**src/rtl/dmem_port_arbiter_pkg.sv**
```systemverilog
// Shared constants for the data-memory port arbiter: FSM states and grant ids.
package dmem_port_arbiter_pkg;

  localparam logic [1:0] IDLE   = 2'd0;
  localparam logic [1:0] ACCESS = 2'd1;
  localparam logic [1:0] RESP   = 2'd2;

  localparam logic GNT_CPU = 1'b0;
  localparam logic GNT_DBG = 1'b1;

  function automatic logic is_misaligned(input logic [1:0] lsb);
    return lsb != 2'b00;
  endfunction

endpackage

```
**src/rtl/dmem_port_arbiter_starve_cnt.sv**
```systemverilog
// Saturating count of consecutive cpu wins while dbg waits; at_max_o flips priority to dbg.
// Registered count, combinational at_max_o; no backpressure.
module arb_starve_cnt #(
  parameter int STARVE_MAX = 4
) (
  input  logic clock,
  input  logic reset,
  input  logic inc_i,
  input  logic clr_i,
  output logic at_max_o
);

  localparam int CNT_W = $clog2(STARVE_MAX + 1);

  logic [CNT_W-1:0] cnt_q, cnt_d;

  always_comb begin
    cnt_d = cnt_q;
    if (clr_i) begin
      cnt_d = '0;
    end else if (inc_i && (cnt_q != CNT_W'(STARVE_MAX))) begin
      cnt_d = cnt_q + 1'b1;
    end
  end

  always_ff @(posedge clock) begin
    if (reset) begin
      cnt_q <= '0;
    end else begin
      cnt_q <= cnt_d;
    end
  end

  assign at_max_o = (cnt_q == CNT_W'(STARVE_MAX));

endmodule

```
**src/rtl/dmem_port_arbiter.sv**
```systemverilog
// Shares one synchronous data RAM between the cpu MEM stage and a debug loader.
// Request sampled at N -> mem_en at N+1 -> done pulse at N+2; cpu stalls until its done.
module dmem_port_arbiter #(
  parameter int ADDR_W      = 32,
  parameter int DATA_W      = 32,
  parameter int DEPTH_WORDS = 64,
  parameter int STARVE_MAX  = 4
) (
  input  logic                           clock,
  input  logic                           reset,
  input  logic                           cpu_req,
  input  logic                           cpu_we,
  input  logic [ADDR_W-1:0]              cpu_addr,
  input  logic [DATA_W-1:0]              cpu_wdata,
  output logic [DATA_W-1:0]              cpu_rdata,
  output logic                           cpu_done,
  output logic                           cpu_stall,
  input  logic                           dbg_req,
  input  logic                           dbg_we,
  input  logic [ADDR_W-1:0]              dbg_addr,
  input  logic [DATA_W-1:0]              dbg_wdata,
  output logic [DATA_W-1:0]              dbg_rdata,
  output logic                           dbg_done,
  output logic                           mem_en,
  output logic                           mem_we,
  output logic [$clog2(DEPTH_WORDS)-1:0] mem_addr,
  output logic [DATA_W-1:0]              mem_wdata,
  input  logic [DATA_W-1:0]              mem_rdata,
  output logic                           err_misalign
);

  import dmem_port_arbiter_pkg::*;

  localparam int IDX_W = $clog2(DEPTH_WORDS);

  logic [1:0]        state_q, state_d;
  logic              gnt_q, gnt_d;
  logic              we_q, we_d;
  logic              misal_q, misal_d;
  logic              err_q, err_d;
  logic [IDX_W-1:0]  idx_q, idx_d;
  logic [DATA_W-1:0] wdata_q, wdata_d;
  logic [DATA_W-1:0] cpu_rdata_q, cpu_rdata_d;
  logic [DATA_W-1:0] dbg_rdata_q, dbg_rdata_d;

  logic              arb_phase;
  logic              any_req;
  logic              dbg_win;
  logic              starve_at_max;
  logic [ADDR_W-1:0] sel_addr;
  logic              unused_addr_hi;

  // Arbitration happens both from IDLE and from RESP so back-to-back accesses take 2 cycles.
  assign arb_phase      = (state_q == IDLE) || (state_q == RESP);
  assign any_req        = cpu_req | dbg_req;
  assign dbg_win        = dbg_req & (~cpu_req | starve_at_max);
  assign sel_addr       = dbg_win ? dbg_addr : cpu_addr;
  assign unused_addr_hi = ^sel_addr[ADDR_W-1:IDX_W+2];

  arb_starve_cnt #(
    .STARVE_MAX (STARVE_MAX)
  ) u_starve_cnt (
    .clock    (clock),
    .reset    (reset),
    .inc_i    (arb_phase & cpu_req & dbg_req & ~dbg_win),
    .clr_i    (arb_phase & (~dbg_req | dbg_win)),
    .at_max_o (starve_at_max)
  );

  always_comb begin
    state_d     = state_q;
    gnt_d       = gnt_q;
    we_d        = we_q;
    misal_d     = misal_q;
    err_d       = err_q;
    idx_d       = idx_q;
    wdata_d     = wdata_q;
    cpu_rdata_d = cpu_rdata_q;
    dbg_rdata_d = dbg_rdata_q;
    case (state_q)
      ACCESS: begin
        state_d = RESP;
        err_d   = err_q | misal_q;
      end
      IDLE, RESP: begin
        if ((state_q == RESP) && !we_q) begin
          if (gnt_q == GNT_CPU) begin
            cpu_rdata_d = misal_q ? '0 : mem_rdata;
          end else begin
            dbg_rdata_d = misal_q ? '0 : mem_rdata;
          end
        end
        if (any_req) begin
          state_d = ACCESS;
          gnt_d   = dbg_win ? GNT_DBG : GNT_CPU;
          we_d    = dbg_win ? dbg_we : cpu_we;
          wdata_d = dbg_win ? dbg_wdata : cpu_wdata;
          idx_d   = sel_addr[2 +: IDX_W];
          misal_d = is_misaligned(sel_addr[1:0]);
        end else begin
          state_d = IDLE;
        end
      end
      default: state_d = IDLE;
    endcase
  end

  always_ff @(posedge clock) begin
    if (reset) begin
      state_q     <= IDLE;
      gnt_q       <= GNT_CPU;
      we_q        <= 1'b0;
      misal_q     <= 1'b0;
      err_q       <= 1'b0;
      idx_q       <= '0;
      wdata_q     <= '0;
      cpu_rdata_q <= '0;
      dbg_rdata_q <= '0;
    end else begin
      state_q     <= state_d;
      gnt_q       <= gnt_d;
      we_q        <= we_d;
      misal_q     <= misal_d;
      err_q       <= err_d;
      idx_q       <= idx_d;
      wdata_q     <= wdata_d;
      cpu_rdata_q <= cpu_rdata_d;
      dbg_rdata_q <= dbg_rdata_d;
    end
  end

  // Reset gating keeps a write that is in flight when reset arrives from reaching the RAM.
  assign mem_en       = (state_q == ACCESS) & ~misal_q & ~reset;
  assign mem_we       = mem_en & we_q;
  assign mem_addr     = idx_q;
  assign mem_wdata    = wdata_q;
  assign cpu_done     = (state_q == RESP) & (gnt_q == GNT_CPU);
  assign dbg_done     = (state_q == RESP) & (gnt_q == GNT_DBG);
  assign cpu_rdata    = cpu_rdata_d;
  assign dbg_rdata    = dbg_rdata_d;
  assign cpu_stall    = cpu_req & ~cpu_done;
  assign err_misalign = err_q;

endmodule
```
**config.mk**
```make
export PLATFORM = sky130hd
export DESIGN_NAME = dmem_port_arbiter
export DESIGN_NICKNAME = d
export VERILOG_FILES = /design/src/rtl/dmem_port_arbiter_pkg.sv /design/src/rtl/dmem_port_arbiter_starve_cnt.sv /design/src/rtl/dmem_port_arbiter.sv
export SDC_FILE = /design/constraint.sdc
export NUM_CORES = 1
export LEC_CHECK = 0
export CORE_ASPECT_RATIO = 0.9
export CORE_MARGIN = 2
export CORE_UTILIZATION = 35
export DETAILED_ROUTE_END_ITERATION = 16
export GPL_TIMING_DRIVEN = 0
export PLACE_DENSITY = 0.79
export SYNTH_ARGS = -nofsm -noshare
export SYNTH_HDL_FRONTEND = slang
export SYNTH_SLANG_ARGS = --single-unit
```
**constraint.sdc**
```tcl
create_clock -name clock -period 1.6 [get_ports clock]
set_input_delay 0.32 -clock clock [delete_from_list [all_inputs] [get_ports clock]]
set_output_delay 0.32 -clock clock [all_outputs]
set_load 0.02 [all_outputs]
```
# After elaboration in Yosys (flattened, before gate mapping)
# Cells that the tools add are included.
# word_totals
input_bits,166
ff_bits,111
out_inout_bits,108
word_cells,59
# classes
reduce_logical,9
eq_ne,4
mux,13
add_sub_neg,1
bitwise,22
# ops
op,count
2-to-1 mux 32 bit,8
bitwise AND 1 bit,11
2-to-1 mux 8 bit,1
inverter 1 bit,7
bitwise OR 1 bit,4
case mux 2 bit (2 select lines),1
OR reduction 2 bit,2
adder 3 x 1 -> 3 bit (second input constant),1
== test 3 bit (second input constant),1
2-to-1 mux 1 bit,3
inequality test 3 bit (second input constant),1
== test 2 x 1 -> 1 bit (second input constant),1
== test 2 bit (second input constant),1
logical AND 1 bit,2
logical NOT 2 bit,1
AND reduction 2 bit,1
nonzero test 2 bit,1
logical NOT 1 bit,1
logical OR 1 bit,1

# Depth between registers and ports, before layout
# Gate-level depths: netlist (run 1).
# logic_depth
ltp_word,6
depth_mapped,7
ltp_nobuf,5

# Hierarchy
# A second synthesis (run 1) with hierarchy kept.
# hier_totals
cells_unflattened,635
area_unflattened_um2,5036.1
# by_module_without_submodules
mod,n_inst,seq_area_each_um2,area_each_um2,cells_each
dmem_port_arbiter,1,2162.1,4848.4,617
arb_starve_cnt,1,60.1,187.7,18

# Least setup slack after synthesis (run 1)
# OpenSTA, ideal clock, no wires.
# synth_path
path_kind,register to output
startpoint,register state_q[0]
endpoint,output port cpu_stall
required_time_ns,1.280
n_path_buf,2
setup_slack_ns,-0.184
stages_incl_launch_ff,5
arrival_ns,1.464
path_cell_list,dfxtp_1 > buf_2 > buf_1 > nor3b_1 > nor2b_1
# synth_via
elab_chain_len,4
# synth_lines
item,line_no,source
"start, declared",dmem_port_arbiter.sv:36,"logic [1:0] state_q, state_d;"
"start signal, assigned",dmem_port_arbiter.sv:120,state_q <= state_d;
== test 2 bit,dmem_port_arbiter.sv:137,assign cpu_done = (state_q == RESP) & (gnt_q == GNT_CPU);
bitwise AND 1 bit,dmem_port_arbiter.sv:137,
via cpu_done,dmem_port_arbiter.sv:16,"output logic cpu_done,"
inverter 1 bit,dmem_port_arbiter.sv:141,assign cpu_stall = cpu_req & ~cpu_done;
bitwise AND 1 bit,dmem_port_arbiter.sv:141,
"end, declared",dmem_port_arbiter.sv:17,"output logic cpu_stall,"
# The timed path passes the listed nets, and every way through them passes these cells.

# Worst setup path in the final report (run 1)
# layout_path
startpoint,register state_q[0]
endpoint,output port cpu_rdata[30]
# layout_via
elab_chain_len,4
elab_cells_between_ends,6
classes_between,eq/ne (1); mux (2); reduce/logical (3)
# layout_lines
item,line_no,source
== test 2 bit,"dmem_port_arbiter.sv:80, dmem_port_arbiter.sv:86",
logical AND 1 bit,dmem_port_arbiter.sv:86,if ((state_q == RESP) && !we_q) begin
2-to-1 mux 32 bit,dmem_port_arbiter.sv:86,
2-to-1 mux 32 bit *,dmem_port_arbiter.sv:80,case (state_q)
"end, declared",dmem_port_arbiter.sv:15,"output logic [DATA_W-1:0] cpu_rdata,"
# Mark *: on every way between the ends. The rest lies on a longest branch, timed or not.

==> flow_metrics.env, run 1 <==
export IMPL_outcome="finished with violations"
export IMPL_violations="setup timing"
export IMPL_maxCapViolCount=0
export IMPL_grt_max_degree=18
export IMPL_relSlewSlack_pct=60.7
export IMPL_multi_input_area_sq_um=3260
export IMPL_grtUsageMet3_pct=7.91
export IMPL_use_met1_pct=28.1
export IMPL_fin_setup_tns_ns=-42.27
export IMPL_worstPathMaxFanout=8
export IMPL_antenna_found_initial=0
export IMPL_cts_buffers=9
export IMPL_min_path_cells=2
export IMPL_wirelength_um=20500
export IMPL_area_delta_synth_final_pct=96.6
export IMPL_dp_hpwl_um=12600
export IMPL_nFillCells=1018
export IMPL_powerDensity_nw_per_um2=739
export IMPL_layoutNonFillerInstCount=1133
export IMPL_leakagePower_nw=4.20
export IMPL_synth_flop_cell="dfxtp_1"
export IMPL_r2r_worst_path_cells=11
export IMPL_syn_num_nets=796
export IMPL_vdd_drop_max_v=0.000567
export IMPL_fp_dieH_um=117
export IMPL_r2r_slack_ns=-0.51
export IMPL_setup_violations=99
export IMPL_wire_per_inst_um=18.1
export IMPL_cts_root_buffer="clkbuf_16"
export IMPL_timing_rr_end="cpu_rdata_q[26]"
export IMPL_die_w_um=129
export IMPL_clock_fmax_ghz=0.438
export IMPL_grt_pass1_vias=5518
export IMPL_ctsHoldBuffers=0
export IMPL_antennaDiodeCount=0
export IMPL_grt_ovfl_total=0
export IMPL_dp_cells=1046
export IMPL_final_period_utilization_pct=143
export IMPL_htreeDepth=3
export IMPL_gp_routability_congestion=0.873
export IMPL_hold_end="cpu_rdata_q[22]"
export IMPL_hold_start="cpu_rdata_q[22]"
export IMPL_clock_skew_ns=0.0134
export IMPL_pre_cts_slack_ns=-0.977
export IMPL_r2r_start="state_q[0]"
export IMPL_fin_ws_ns=-0.683
export IMPL_coreArea_sq_um=13900
export IMPL_synth_async_reset_ratio_pct=0
export IMPL_clk_latency_ns=0.36
export IMPL_drt_iter0_markers=296
export IMPL_synthesis_area_sq_um=4950
export IMPL_io_buffers=225
export IMPL_die_area_sq_um=15100
export IMPL_drtPass1Iterations=5
export IMPL_path_clk_slew_ns=0.07
export IMPL_rsz0062_at_grt="true"
export IMPL_avgSynthCellArea_sq_um=7.88
export IMPL_ys_ff_latch=111
export IMPL_worst_setup_path_end_kind="output pin"
export IMPL_finalMaxSlewViolations=0
export IMPL_synth_seq_area_share_pct=44.9
export IMPL_top_usage_layer="met2"
export IMPL_ant_nets=0
export IMPL_pin_count=274
export IMPL_drive_above_1_share_pct=42.6
export IMPL_synth_distinct_cells=38
export IMPL_hold_path_class="reg -> reg"
export IMPL_drcViolationCount=0
export IMPL_regArea_sq_um=2240
export IMPL_hold_viol_final=0
export IMPL_cts_sink_count=111
export IMPL_synth_edff_count=0
export IMPL_hold_ws_ns=0.469
export IMPL_grtUsageTotal_pct=23.9
export IMPL_nets=1103
export IMPL_initial_core_util_pct=35.6
export IMPL_grt_pass1_wl_um=28100
export IMPL_finalCriticalPeriod_ns=2.28
export IMPL_synthCells=628
export IMPL_routed_via_density=5.23
export IMPL_cp_start_kind="flop"
export IMPL_required_ns=1.28
export IMPL_crit_type="reg -> out"
export IMPL_rows=41
export IMPL_critical_path_arrival_ns=1.96
export IMPL_routed_via_count=5921
export IMPL_clk_path_buf_depth=2
export IMPL_tightest_slew_ns=0.590
export IMPL_synthesis_yosys_warnings=0
export IMPL_cts_tree="done"
export IMPL_grt_use_met2_pct=40.9
## kinds of logic (layout without fill, tap and decap cells)
logic type | Yosys count | count (layout) | synth area share [%]
flip-flops | 111 | 111 | 44.9
multiplexers | 13 | 13 | 2.96
buffers and inverters | 64 | 375 | 5.81
adder cells (fa/ha/maj) | 2 | 2 | 0.505
AND/OR/NAND/NOR | 307 | 307 | 28.9
AO/OA/AOI/OAI | 131 | 132 | 16.9
## sequential cells by signal, indices dropped and copies added, names as in the netlist
signal and flops:
cpu_rdata_q 32, dbg_rdata_q 32, mem_wdata 32, mem_addr 6
u_starve_cnt.cnt_q 3, state_q 2, err_misalign 1, gnt_q 1
misal_q 1, we_q 1
## report_power, final
group	switching, W	total (W)	internal, W	leakage (nW)
clock network	0.00105	0.00219	0.00115	0.139
registers	0.0000906	0.00299	0.00290	0.910
logic	0.00100	0.00201	0.00101	3.15
## what timing repair did
action	4_1_cts	5_1_grt
setup buffers	49	26
pin swaps	25	79
cloned	3	9
setup endpoints to repair	218	146
resized for setup	587	222
## critical path, cell delays in order (launching register included)
cell	delay, ns
dfxtp_4	0.37
or4b_4	0.56
buf_12	0.17
buf_12	0.14
nor3_4	0.18
nor2_4	0.06
buf_6	0.13
## how the worst max path moves through the flow
stage	start	to	slack, ns	cells after the start
after global placement	we_q	cpu_rdata[14]	-0.94	6
after detailed placement	we_q	cpu_rdata[14]	-0.98	6
after global routing	we_q	cpu_rdata[18]	-0.79	8
after floorplan	state_q[0]	cpu_rdata[26]	-0.16	6
final	state_q[0]	cpu_rdata[30]	-0.68	6
after CTS	we_q	cpu_rdata[30]	-0.71	6
## layer usage
metal / up-vias / share of wire, %
li1: 2787 / -
met1: 2825 / 38
met2: 255 / 50
met3: 54 / 8.7
met4: 0 / 3.2
met5: - / 0
## synth_stat cells, types with 4 or more instances
cell type	count	area, sq um
o21ai_0	39	195
inv_1	6	22.5
and2b_1	8	60.1
clkbuf_1	35	131
a21oi_1	42	210
nor2_1	72	270
nand3_1	39	195
nor2b_1	38	238
buf_4	4	30.0
nand2_1	111	417
buf_2	14	70.1
a311oi_1	39	342
dfxtp_1	111	2220
nor3_1	26	130
mux2_2	13	146
## through the flow
step,power (W),util [%],cell area [sq um]
global route,0.00748,70.0,9730
detailed placement,0.00457,54.3,7550
global placement,0.00455,54.3,7550
CTS,0.00694,63.0,8760
floorplan,0.00378,-,5060
finish,0.00720,70.0,9730
## cells in the final DEF, fill, tap and decap left out, drive strengths merged, types with 2 or more instances in the layout
master	n
a211oi	2
a21oi	42
a311oi	39
and2b	8
and3	2
buf	162
clkbuf	46
clkdlybuf4s50	116
clkinv	3
dfxtp	111
dlygate4sd2	39
ha	2
inv	7
mux2	13
nand2	111
nand3	39
nand4	2
nor2	72
nor2b	38
nor3	28
nor3b	2
o21ai	39
o21ba	2
## cell type report
| class | instances | share of cell area, % |
|---|---|---|
| Inverter | 7 | 0.296 |
| Sequential cell | 111 | 23.0 |
| Multi-Input combinational cell | 454 | 33.5 |
| Timing Repair Buffer | 302 | 32.9 |
| Clock inverter | 4 | 0.309 |
| Buffer | 50 | 4.86 |
| Clock buffer | 12 | 2.64 |
| Tap cell | 193 | 2.48 |
Note: power is estimated with default switching activity, not from simulation.
==> run 2, diff against run 1 <==
CORE_MARGIN = unset   (was 2)
==> run 2 against run 1 <==
  * The flow still finishes with violations (setup timing)
  * Count of clock-buffer cells in the layout is 1 higher
  * Register-to-register slack better by 0.04 ns
  * Critical endpoint unchanged
  * Setup slack worse by 0.0023 ns
  * Combinational power hardly changed
  * Sequential share of layout area is 0.40 points higher
  * First-iteration DRC count is 13% higher
  * Core utilization is 0.62 points higher
  * Largest cell class unchanged
  * Clock power is 15% higher
==> flow_metrics.env, run 2 (synthesis results as in run 1) <==
export IMPL_outcome="finished with violations"
export IMPL_violations="setup timing"
export IMPL_maxCapViolCount=0
export IMPL_io_buffers=225
export IMPL_grt_pass1_vias=5186
export IMPL_grtUsageMet3_pct=5.77
export IMPL_crit_chain="or4b_4 > buf_12 > buf_8 > nor3_4 > nor2_4 > buf_6"
export IMPL_layout_commonest_cell="clkdlybuf4s50_1"
export IMPL_drt_iter0_markers=334
export IMPL_drcViolationCount=0
export IMPL_cts_root_buffer="clkbuf_16"
export IMPL_p_total_w=0.00749
export IMPL_min_path_cells=2
export IMPL_routed_via_count=5905
export IMPL_pre_cts_slack_ns=-0.915
export IMPL_clock_fmax_ghz=0.438
export IMPL_path_clk_slew_ns=0.07
export IMPL_antennaDiodeCount=0
export IMPL_use_met1_pct=31.4
export IMPL_coreArea_sq_um=13600
export IMPL_timing_rr_end="cpu_rdata_q[19]"
export IMPL_clk_latency_ns=0.36
export IMPL_area_delta_synth_final_pct=93.5
export IMPL_leakagePower_nw=4.14
export IMPL_finalMaxSlewViolations=0
export IMPL_ctsHoldBuffers=0
export IMPL_cts_tree="done"
export IMPL_die_w_um=127
export IMPL_vdd_drop_max_v=0.000535
export IMPL_routed_via_density=5.27
export IMPL_gp_routability_congestion=0.853
export IMPL_finalCriticalPeriod_ns=2.29
export IMPL_grt_use_met2_pct=39.6
export IMPL_crit_type="reg -> out"
export IMPL_relSlewSlack_pct=56.3
export IMPL_drive_above_1_share_pct=39.6
export IMPL_critPathMaxStageDelay_ns=0.58
export IMPL_pin_count=274
export IMPL_fin_setup_tns_ns=-40.39
export IMPL_nFillCells=1000
export IMPL_rsz0062_at_grt="true"
export IMPL_grt_max_degree=17
export IMPL_die_area_sq_um=14600
export IMPL_setup_violations=106
export IMPL_powerDensity_nw_per_um2=782
export IMPL_cts_buffers=9
export IMPL_r2r_worst_path_cells=11
export IMPL_nets=1095
export IMPL_most_common_layout_cells="clkdlybuf4s50_1, dfxtp_1, buf_6"
export IMPL_r2r_start="we_q"
export IMPL_cp_slowest_cell="or4b_4"
export IMPL_clk_path_buf_depth=2
export IMPL_dp_hpwl_um=12600
export IMPL_critical_path_arrival_ns=1.97
export IMPL_wirelength_um=20300
export IMPL_crit_family="simple AND/OR/NAND/NOR gates"
export IMPL_hold_viol_final=0
export IMPL_timing_critical_path_buf_inv=3
export IMPL_drtPass1Iterations=5
export IMPL_rows=40
export IMPL_required_ns=1.28
export IMPL_hold_start="cpu_rdata_q[22]"
export IMPL_cts_sink_count=111
export IMPL_layoutNonFillerInstCount=1121
export IMPL_worstPathMaxFanout=5
export IMPL_clock_skew_ns=0.00798
export IMPL_hold_end="cpu_rdata_q[22]"
export IMPL_hold_path_class="reg -> reg"
export IMPL_fin_ws_ns=-0.685
export IMPL_cp_start_kind="flop"
export IMPL_wire_per_inst_um=18.1
export IMPL_grtUsageTotal_pct=24.4
export IMPL_grt_ovfl_total=0
export IMPL_antenna_found_initial=0
export IMPL_ant_nets=0
export IMPL_r2r_slack_ns=-0.47
export IMPL_htreeDepth=3
export IMPL_final_period_utilization_pct=143
export IMPL_tightest_slew_ns=0.655
export IMPL_final_cell_area_sq_um=9580
export IMPL_top_usage_layer="met2"
export IMPL_place_area_sq_um=7550
export IMPL_dp_cells=1042
export IMPL_initial_core_util_pct=36.5
export IMPL_grt_pass1_wl_um=27400
export IMPL_worst_setup_path_end_kind="output pin"
export IMPL_fp_dieH_um=115
## run 2: worst max-delay path by stage
stage | cells past startpoint | to | from | slack [ns]
global placement | 6 | cpu_rdata[14] | we_q | -0.92
floorplan | 6 | cpu_rdata[26] | state_q[0] | -0.16
global route | 6 | cpu_rdata[30] | we_q | -0.73
detailed placement | 6 | cpu_rdata[14] | gnt_q | -0.92
CTS | 6 | cpu_rdata[30] | state_q[0] | -0.73
finish | 6 | cpu_rdata[30] | we_q | -0.69
## run 2: worst register-to-register path, stage by stage (launching register included)
cell	delay (ns)
dfxtp_4	0.37
or4b_4	0.58
buf_6	0.17
buf_6	0.12
nor3_4	0.11
buf_4	0.13
buf_4	0.09
buf_4	0.09
buf_4	0.09
buf_4	0.09
buf_4	0.09
nor3_1	0.03
## run 2: layer usage
layer | wire, um | vias to the layer above
li1 | - | 2761
met1 | 8590 | 2825
met2 | 9670 | 263
met3 | 1350 | 56
met4 | 701 | 0
met5 | 0 | -
## run 2: area by class of cell
| cell class | instances | area (sq um) | area share, % |
|---|---|---|---|
| multi-input cells | 454 | 3200 | 33.4 |
| repair buffers | 292 | 3020 | 31.5 |
| flip-flops and latches | 111 | 2240 | 23.4 |
| plain buffers | 52 | 522 | 5.45 |
| clock buffers | 13 | 260 | 2.72 |
| well taps | 189 | 236 | 2.47 |
| clock inverters | 3 | 65.1 | 0.679 |
| inverters | 7 | 32.5 | 0.340 |
## run 2: stage by stage
| step | utilization (%) | hold WS [ns] |
|---|---|---|
| 2_1_floorplan | - | 0.444 |
| 6_report | 70.6 | 0.466 |
| 3_5_place_dp | 55.7 | 0.456 |
| 4_1_cts | 62.2 | 0.466 |
| 5_1_grt | 70.6 | 0.480 |
| 3_3_place_gp | 55.7 | 0.452 |
## run 2: repair_timing
action / in CTS / in global routing
cloned: 4 / 9
setup buffers: 26 / 30
pin swaps: 21 / 58
gates resized for setup: 454 / 294
setup endpoints to repair: 216 / 130
## run 2: report_power, final
group          internal [W]  leakage [nW]  switching [W]
clock network       0.00146         0.160        0.00105
logic               0.00100          3.07       0.000995
registers           0.00290         0.911      0.0000877
==> run 3, diff against run 2 <==
ABC_AREA = 1   (was unset)
CORE_UTILIZATION = 36   (was 35)
==> run 3 against run 2 <==
  * The flow still finishes with violations (setup timing)
  * Sequential share of layout area rose by 0.50 points
  * Hold slack improved by 0.0067 ns
  * Synthesized cell count rose by 31%
  * Maximum frequency rose by 12%
  * Clock power fell by 12%
  * Clock skew rose by 0.0033 ns
==> flow_metrics.env, run 3 <==
export IMPL_outcome="finished with violations"
export IMPL_violations="setup timing"
export IMPL_synth_async_reset_ratio_pct=0
export IMPL_finalCriticalPeriod_ns=2.04
export IMPL_muxShareOfSynthArea_pct=0
export IMPL_synth_compound_area_share_pct=16.6
export IMPL_maxCapViolCount=0
export IMPL_die_w_um=131
export IMPL_antennaDiodeCount=0
export IMPL_wire_per_inst_um=15.8
export IMPL_fp_dieH_um=118
export IMPL_die_area_sq_um=15400
export IMPL_gp_routability_congestion=0.897
export IMPL_cts_buffers=9
export IMPL_synthSimpleGateAreaFrac_pct=31.1
export IMPL_grtUsageTotal_pct=25.2
export IMPL_regArea_sq_um=2230
export IMPL_critical_path_arrival_ns=1.72
export IMPL_clk_path_buf_depth=2
export IMPL_clock_fmax_ghz=0.489
export IMPL_avgSynthCellArea_sq_um=6.54
export IMPL_synth_commonest_cells="nand2_1, nor2_1, dfxtp_1, inv_1, o21ai_0"
export IMPL_synthAdderAreaFrac_pct=0.466
export IMPL_most_common_layout_cells="nand2_1, nor2_1, clkdlybuf4s50_1"
export IMPL_grt_max_degree=19
export IMPL_synth_top_family_by_area="simple AND/OR/NAND/NOR gates"
export IMPL_finalCoreUtilization_pct=65.2
export IMPL_nFillCells=1186
export IMPL_worstPathMaxFanout=5
export IMPL_r2r_worst_path_cells=8
export IMPL_required_ns=1.28
export IMPL_antenna_found_initial=0
export IMPL_cts_tree="done"
export IMPL_ctsHoldBuffers=0
export IMPL_tightest_slew_ns=0.675
export IMPL_hold_viol_final=0
export IMPL_fin_ws_ns=-0.443
export IMPL_final_period_utilization_pct=128
export IMPL_pre_cts_slack_ns=-0.745
export IMPL_routed_via_count=6334
export IMPL_ys_ff_latch=111
export IMPL_nets=1263
export IMPL_pin_count=274
export IMPL_powerDensity_nw_per_um2=761
export IMPL_grt_pass1_vias=5885
export IMPL_clock_skew_ns=0.0113
export IMPL_drive_above_1_share_pct=27.4
export IMPL_path_clk_slew_ns=0.08
export IMPL_clk_latency_ns=0.36
export IMPL_drt_iter0_markers=406
export IMPL_vdd_drop_max_v=0.000637
export IMPL_synth_top_area_cell="dfxtp_1"
export IMPL_synth_distinct_cells=25
export IMPL_yosys_cell_count_top_type="nand2_1"
export IMPL_cts_root_buffer="clkbuf_16"
export IMPL_synth_top_cell_area_share_pct=41.4
export IMPL_leakagePower_nw=4.44
export IMPL_fin_setup_tns_ns=-24.35
export IMPL_synthesis_yosys_warnings=0
export IMPL_coreArea_sq_um=14300
export IMPL_htreeDepth=3
export IMPL_area_delta_synth_final_pct=73.8
export IMPL_dp_hpwl_um=13200
export IMPL_hold_ws_ns=0.473
export IMPL_rsz0062_at_grt="true"
export IMPL_synthesis_area_sq_um=5370
export IMPL_setup_violations=69
export IMPL_synth_area_leaders="dfxtp_1, nand2_1, nor2_1"
export IMPL_initial_core_util_pct=37.5
export IMPL_grt_ovfl_total=0
export IMPL_wirelength_um=20400
export IMPL_synth_edff_count=0
export IMPL_synth_xor_area_share_pct=0.163
export IMPL_cp_start_kind="flop"
export IMPL_routed_via_density=4.90
export IMPL_relSlewSlack_pct=55.0
export IMPL_hold_path_class="reg -> reg"
export IMPL_rows=41
export IMPL_ant_nets=0
export IMPL_p_total_w=0.00710
export IMPL_grt_pass1_wl_um=29800
export IMPL_syn_num_nets=989
export IMPL_synthCells=821
export IMPL_synth_seq_area_share_pct=41.4
export IMPL_crit_type="reg -> out"
export IMPL_io_buffers=225
export IMPL_cts_sink_count=111
export IMPL_worst_setup_path_end_kind="output pin"
export IMPL_layout_commonest_cell="nand2_1"
export IMPL_multi_input_area_sq_um=3210
export IMPL_min_path_cells=2
export IMPL_drcViolationCount=0
export IMPL_finalMaxSlewViolations=0
export IMPL_drtPass1Iterations=5
export IMPL_synth_flop_cell="dfxtp_1"
[run 3: changes by cell type after synthesis, sizes merged, moves of 36 or more]
| cell | change |
|---|---|
| a21boi | +38 |
| a311oi | -39 |
| inv | +73 |
| nand2 | +113 |
| nor2 | +64 |
| nor2b | -38 |
| o21ai | +36 |
[run 3: worst paths after layout]
| check | startpoint | end | slack (ns) |
|---|---|---|---|
| hold / removal | dbg_rdata_q[8] | dbg_rdata_q[8] | 0.47 |
| setup reg to reg | u_starve_cnt.cnt_q[0] | mem_addr[5] | 0.04 |
| hold reg to reg | dbg_rdata_q[8] | dbg_rdata_q[8] | 0.47 |
| setup / recovery | state_q[1] | cpu_rdata[12] | -0.44 |
[run 3: metal layers]
layer  wire [um]  vias up  global-route usage (%)
met5           0        -                       0
met4         409        0                    7.33
met3        1740       33                    7.91
met2       10100      291                    42.4
met1        8160     2871                    30.4
li1            -     3139                       -
[run 3: power breakdown]
part           internal [W]  switching, W
sequential          0.00291     0.0000755
combinational      0.000856       0.00105
clock               0.00112       0.00109
total               0.00488       0.00222
[run 3: critical path, cell delays in order, from the launching register on]
cell	delay, ns
dfxtp_2	0.35
inv_2	0.05
nor2_4	0.15
buf_4	0.16
nand3_4	0.12
buf_6	0.16
nand2_1	0.11
o21ai_4	0.08
inv_2	0.06
buf_6	0.11
[run 3: metrics by stage]
| step | cell area, sq um | cells |
|---|---|---|
| floorplan | 5370 | 821 |
| global placement | 7860 | 1239 |
| detailed placement | 7860 | 1239 |
| CTS | 8820 | 1282 |
| global route | 9330 | 1293 |
| finish | 9330 | 1293 |
[run 3: layout make-up]
type / instances / share of cell area, %
plain buffers: 53 / 4.45
clock buffers: 11 / 2.60
clock inverters: 5 / 0.442
inverters: 81 / 3.47
multi-input cells: 577 / 34.4
flip-flops and latches: 111 / 23.9
well taps: 193 / 2.59
repair buffers: 262 / 28.1
[run 3: kinds of logic after synthesis]
logic type,Yosys count
adder cells (fa/ha/maj),2
AND/OR/NAND/NOR,414
XOR/XNOR,1
flip-flops,111
AO/OA/AOI/OAI,159
buffers and inverters,134
[run 3: timing repair]
action,4_1_cts,5_1_grt
cloned,9,1
endpoints found under the setup margin,143,119
pin swaps,7,26
gates resized for setup,538,185
setup buffers,18,12
